`src/rtl/pc_gen.sv`:
```
// Program-counter generator for the IF stage: fetch PC, redirect priority,
// stall-deferred redirects and a small circular return-address stack.
module pc_gen #(
    parameter int               WIDTH        = 32,
    parameter logic [WIDTH-1:0] RESET_VECTOR = WIDTH'(32'h0000_0000),
    parameter logic [WIDTH-1:0] EXC_VECTOR   = WIDTH'(32'h8000_0180),
    parameter int               INC          = 4,
    parameter int               RAS_DEPTH    = 4
) (
    input  logic             clk,
    input  logic             reset,
    input  logic             stall,
    input  logic             exc_valid,
    input  logic             br_taken,
    input  logic [WIDTH-1:0] br_target,
    input  logic             jmp_valid,
    input  logic [WIDTH-1:0] jmp_target,
    input  logic             jmp_pop,
    input  logic             ras_push,
    input  logic [WIDTH-1:0] ras_push_addr,
    output logic [WIDTH-1:0] pc_o,
    output logic [WIDTH-1:0] pc_plus_inc_o,
    output logic [WIDTH-1:0] ras_top_o,
    output logic             ras_empty_o,
    output logic             redir_pending_o
);

    localparam int               PTR_W      = $clog2(RAS_DEPTH);
    localparam int               CNT_W      = PTR_W + 1;
    localparam logic [CNT_W-1:0] FULL_COUNT = CNT_W'(RAS_DEPTH);
    localparam logic [WIDTH-1:0] INC_VAL    = WIDTH'(INC);

    typedef enum logic [2:0] {
        SRC_NONE,
        SRC_EXC,
        SRC_BR,
        SRC_JMP_RAS,
        SRC_JMP
    } redir_src_e;

    logic [WIDTH-1:0] pc_q, pc_d;
    logic [WIDTH-1:0] pc_plus_inc;
    logic             pend_valid_q, pend_valid_d;
    logic [WIDTH-1:0] pend_target_q, pend_target_d;

    logic [WIDTH-1:0] ras_mem_q [RAS_DEPTH];
    logic [WIDTH-1:0] ras_mem_d [RAS_DEPTH];
    logic [PTR_W-1:0] ras_ptr_q, ras_ptr_d;
    logic [PTR_W-1:0] ras_ptr_inc;
    logic [CNT_W-1:0] ras_cnt_q, ras_cnt_d;
    logic             ras_empty;
    logic [WIDTH-1:0] ras_top;

    redir_src_e       cand_src;
    logic [WIDTH-1:0] cand_target;
    logic             ras_en;
    logic             do_push;
    logic             do_pop;

    // Top-of-stack views come only from registered state.
    assign ras_empty   = (ras_cnt_q == '0);
    assign ras_top     = ras_empty ? '0 : ras_mem_q[ras_ptr_q];
    assign ras_ptr_inc = ras_ptr_q + PTR_W'(1);
    assign pc_plus_inc = pc_q + INC_VAL;

    always_comb begin
        cand_src = SRC_NONE;
        if (exc_valid) begin
            cand_src = SRC_EXC;
        end else if (br_taken) begin
            cand_src = SRC_BR;
        end else if (jmp_valid) begin
            cand_src = (jmp_pop && !ras_empty) ? SRC_JMP_RAS : SRC_JMP;
        end
    end

    always_comb begin
        cand_target = '0;
        case (cand_src)
            SRC_EXC:     cand_target = EXC_VECTOR;
            SRC_BR:      cand_target = br_target;
            SRC_JMP_RAS: cand_target = ras_top;
            SRC_JMP:     cand_target = jmp_target;
            default:     cand_target = '0;
        endcase
    end

    // An exception forces RAS updates through even while the front end is stalled.
    assign ras_en  = !stall || exc_valid;
    assign do_push = ras_en && ras_push;
    assign do_pop  = ras_en && (cand_src == SRC_JMP_RAS);

    always_comb begin
        ras_mem_d = ras_mem_q;
        ras_ptr_d = ras_ptr_q;
        ras_cnt_d = ras_cnt_q;
        if (do_push && do_pop) begin
            ras_mem_d[ras_ptr_q] = ras_push_addr;
        end else if (do_push) begin
            ras_ptr_d              = ras_ptr_inc;
            ras_mem_d[ras_ptr_inc] = ras_push_addr;
            if (ras_cnt_q != FULL_COUNT) begin
                ras_cnt_d = ras_cnt_q + CNT_W'(1);
            end
        end else if (do_pop) begin
            ras_ptr_d = ras_ptr_q - PTR_W'(1);
            ras_cnt_d = ras_cnt_q - CNT_W'(1);
        end
    end

    always_comb begin
        pc_d          = pc_q;
        pend_valid_d  = pend_valid_q;
        pend_target_d = pend_target_q;
        if (exc_valid) begin
            pc_d         = EXC_VECTOR;
            pend_valid_d = 1'b0;
        end else if (!stall) begin
            pend_valid_d = 1'b0;
            if (cand_src != SRC_NONE) begin
                pc_d = cand_target;
            end else if (pend_valid_q) begin
                pc_d = pend_target_q;
            end else begin
                pc_d = pc_plus_inc;
            end
        end else if (cand_src != SRC_NONE) begin
            // Last redirect seen during a stall wins.
            pend_valid_d  = 1'b1;
            pend_target_d = cand_target;
        end
    end

    always_ff @(posedge clk or posedge reset) begin
        if (reset) begin
            pc_q          <= RESET_VECTOR;
            pend_valid_q  <= 1'b0;
            pend_target_q <= '0;
            ras_ptr_q     <= '0;
            ras_cnt_q     <= '0;
            for (int i = 0; i < RAS_DEPTH; i++) begin
                ras_mem_q[i] <= '0;
            end
        end else begin
            pc_q          <= pc_d;
            pend_valid_q  <= pend_valid_d;
            pend_target_q <= pend_target_d;
            ras_ptr_q     <= ras_ptr_d;
            ras_cnt_q     <= ras_cnt_d;
            ras_mem_q     <= ras_mem_d;
        end
    end

    assign pc_o            = pc_q;
    assign pc_plus_inc_o   = pc_plus_inc;
    assign ras_top_o       = ras_top;
    assign ras_empty_o     = ras_empty;
    assign redir_pending_o = pend_valid_q;

endmodule

```
`config.mk`:
```
export PLATFORM = sky130hd
export DESIGN_NAME = pc_gen
export DESIGN_NICKNAME = d
export VERILOG_FILES = /design/src/rtl/pc_gen.sv
export SDC_FILE = /design/constraint.sdc
export NUM_CORES = 1
export LEC_CHECK = 0
export BUFFER_PORTS_ARGS = -buffer_cell sky130_fd_sc_hd__buf_2
export CORE_MARGIN = 10
export CORE_UTILIZATION = 40
export CTS_CLUSTER_SIZE = 8
export DETAILED_ROUTE_END_ITERATION = 7
export PLACE_DENSITY = 0.64
export SKIP_CTS_REPAIR_TIMING = 1
export SYNTH_ARGS = -nofsm -noshare
export SYNTH_HDL_FRONTEND = slang
export SYNTH_SLANG_ARGS = --single-unit
export TNS_END_PERCENT = 30
```
`constraint.sdc`:
```
create_clock -name clk -period 8.3 [get_ports clk]
set_input_delay 0.83 -clock clk [delete_from_list [all_inputs] [get_ports clk]]
set_output_delay 0.83 -clock clk [all_outputs]
set_load 0.02 [all_outputs]
```
==> results.sh <==
export IMPL_remaining_drc_errors=0
export IMPL_final_cell_mix="buf_2, dfrtp_1, mux2_2, a21oi_1, nor2_1"
export IMPL_final_util_pct=47.94
export IMPL_portBuffers=201
export IMPL_hold_path_class="input port to async pin"
export IMPL_path_cells="buf_2 > buf_4 > nand2b_1 > nand2_1 > inv_2 > ha_1 > mux2_2 > nand2_2 > mux2_2"
export IMPL_cts_clk_slew_worst_paths_ns=0.08
export IMPL_grt_pass1_wl_um=49310
export IMPL_nets=1224
export IMPL_num_vias=8187
export IMPL_grt_max_degree=118
export IMPL_place_congestion=0.8632
export IMPL_wl_um=31760
export IMPL_drt_iter0_drc=657
export IMPL_viasPerCell=5.600
export IMPL_cts_tree="built"
export IMPL_path_max_fanout=42
export IMPL_cts_max_level=4
export IMPL_rows=59
export IMPL_critical_path_arrival_ns=4.14
export IMPL_required_ns=8.62
export IMPL_grt_setup_unrepaired="no"
export IMPL_timing_setup_tns_ns=0
export IMPL_die_area_mm2=0.03370
export IMPL_syn_area_per_cell_um2=11.31
export IMPL_setup_violations=0
export IMPL_synth_nets=1060
export IMPL_path_class="input port to register"
export IMPL_synthDistinctLibCells=74
export IMPL_period_needed_ns=3.817
export IMPL_yosys_warnings=0
export IMPL_ant_nets=0
export IMPL_dp_hpwl_um=22920
export IMPL_syn_area_mm2=0.01070
export IMPL_antenna_found_initial=8
export IMPL_numCtsBuffers=17
export IMPL_clock_fmax_mhz=262.0
export IMPL_cts_sinks=198
export IMPL_clk_root_buffer_cell="clkbuf_16"
export IMPL_area_delta_synth_final_pct=17.39
export IMPL_worst_pin_slew_ns=1.015
export IMPL_drv_slew=0
export IMPL_final_common_cell="buf_2"
export IMPL_ios=202
export IMPL_fp_coreArea_mm2=0.02621
export IMPL_cpMaxStageDelayCell="nand2_2"
export IMPL_start_util_pct=40.84
export IMPL_critPathLaunchType="input port"
export IMPL_fin_area_mm2=0.01256
export IMPL_die_height_um=183.6
export IMPL_slew_headroom_pct=32.36
export IMPL_maxCapViolCount=0
export IMPL_cpPeakStageDelay_ns=0.67
export IMPL_layout_drive_gt1_share_pct=39.00
export IMPL_fin_skew_ns=0.01632
export IMPL_clk_latency_ns=0.44
export IMPL_endpoint_kind="register"
export IMPL_drt_first_pass_iters=5
export IMPL_grt_ovfl_total=0
export IMPL_cts_path_max_buffers=2
export IMPL_ys_flop_type="dfrtp_1"
export IMPL_synth_edff_count=0
export IMPL_die_w_um=183.6
export IMPL_placedInstanceArea_mm2=0.01193
export IMPL_grt_pass1_vias=8317
export IMPL_power_density_mw_per_mm2=335.9
export IMPL_synthArstFlopShare_pct=100.0
export IMPL_outcome="finished clean"
export IMPL_grt_usage_pct=18.74
export IMPL_ys_seq_elements=198
export IMPL_peakVddDrop_uv=161.2
export IMPL_wl_per_cell_um=21.72
export IMPL_final_hold_viol_count=0
export IMPL_seq_area_frac_synth_pct=46.30
export IMPL_period_share_pct=45.99
export IMPL_path_common_cell="mux2_2"
export IMPL_p_leak_nw=5.609
export IMPL_netlist_instances=946
==> report_power, final <==
part	switching (mW)	internal, mW	total (mW)
registers	0.208	1.33	1.54
logic	0.972	0.847	1.82
clock network	0.417	0.444	0.861
total	1.60	2.62	4.22
==> cells in the mapped netlist, types with 7 or more instances <==
cell | number | area [um^2]
nor3_1 | 12 | 60.06
a311oi_1 | 9 | 78.83
ha_1 | 9 | 112.6
nor2b_1 | 54 | 337.8
nor2_1 | 65 | 244.0
mux4_2 | 32 | 720.7
nand2_1 | 48 | 180.2
a21o_1 | 14 | 105.1
inv_1 | 13 | 48.80
buf_2 | 31 | 155.2
xor2_1 | 11 | 96.34
mux2_2 | 123 | 1385
a21oi_1 | 64 | 320.3
nand3_1 | 30 | 150.1
o21ai_0 | 46 | 230.2
xnor2_1 | 13 | 113.9
clkbuf_1 | 30 | 112.6
mux2_1 | 12 | 135.1
o31ai_1 | 21 | 157.7
a211oi_1 | 7 | 52.55
dfrtp_1 | 198 | 4955
==> worst max-delay path: cells and delay by family <==
kind / cells / cell delay, ns
fa+ha+maj: 1 / 0.33
buf+inv: 3 / 0.74
mux: 2 / 0.79
simple gates: 3 / 1.39
==> flip-flops by register name, summed over array words and instances (netlist names) <==
signal	cells
pc_o	32
pend_target_q	32
ras_cnt_q	3
ras_mem_q	128
ras_ptr_q	2
redir_pending_o	1
==> worst paths after layout <==
check	start	end	slack [ns]	depth (start not counted)
worst max-delay path	exc_valid	ras_mem_q[39]	4.48	9
worst min-delay path	reset	pc_o[24]	0.48	2
worst max register to register	ras_cnt_q[0]	ras_mem_q[39]	4.87	7
worst min register to register	ras_mem_q[27]	ras_mem_q[27]	0.49	1
max in group asynchronous	reset	ras_mem_q[101]	6.16	3
min in group clk	ras_mem_q[27]	ras_mem_q[27]	0.49	1
==> per-stage QoR <==
step                power, mW  hold slack, ns  setup WS [ns]  std cells
finish                  4.219          0.4783          4.483       1462
global route            4.455          0.5080          4.319       1459
CTS                     4.256          0.4945          4.493       1458
detailed placement      3.383          0.4777          4.049       1426
global placement        3.342          0.4695          4.173       1426
floorplan               2.794          0.4587          2.073        946
==> cell families (layout without fill, tap and decap cells) <==
family,count (synthesis),in the layout,share of synthesized area [%]
AOI/OAI and AO/OA,210,210,13.11
xor gates and xnor gates,24,24,1.964
adders and majority gates,10,10,1.239
buffers and inverters,83,260,3.554
DFF,198,198,46.30
muxes,172,172,21.41
other,0,4,0
and+or+nand+nor,249,249,12.43
==> layer usage <==
metal / vias up / wire, um / track usage, %
met5: - / 51 / 0
met1: 4087 / 13720 / 24.74
li1: 3787 / - / -
met4: 8 / 496 / 4.295
met3: 35 / 2425 / 5.336
met2: 270 / 15070 / 29.86
==> area by class of cell <==
type / count / area, um^2
fillers: 2420 / 13640
well taps: 335 / 419.2
multi-input cells: 665 / 5398
flip-flops and latches: 198 / 4956
clock inverters: 14 / 180.2
inverters: 15 / 63.81
diodes: 4 / 10.01
repair buffers: 213 / 1096
clock buffers: 18 / 439.2
(Power assumes the default switching activity.)
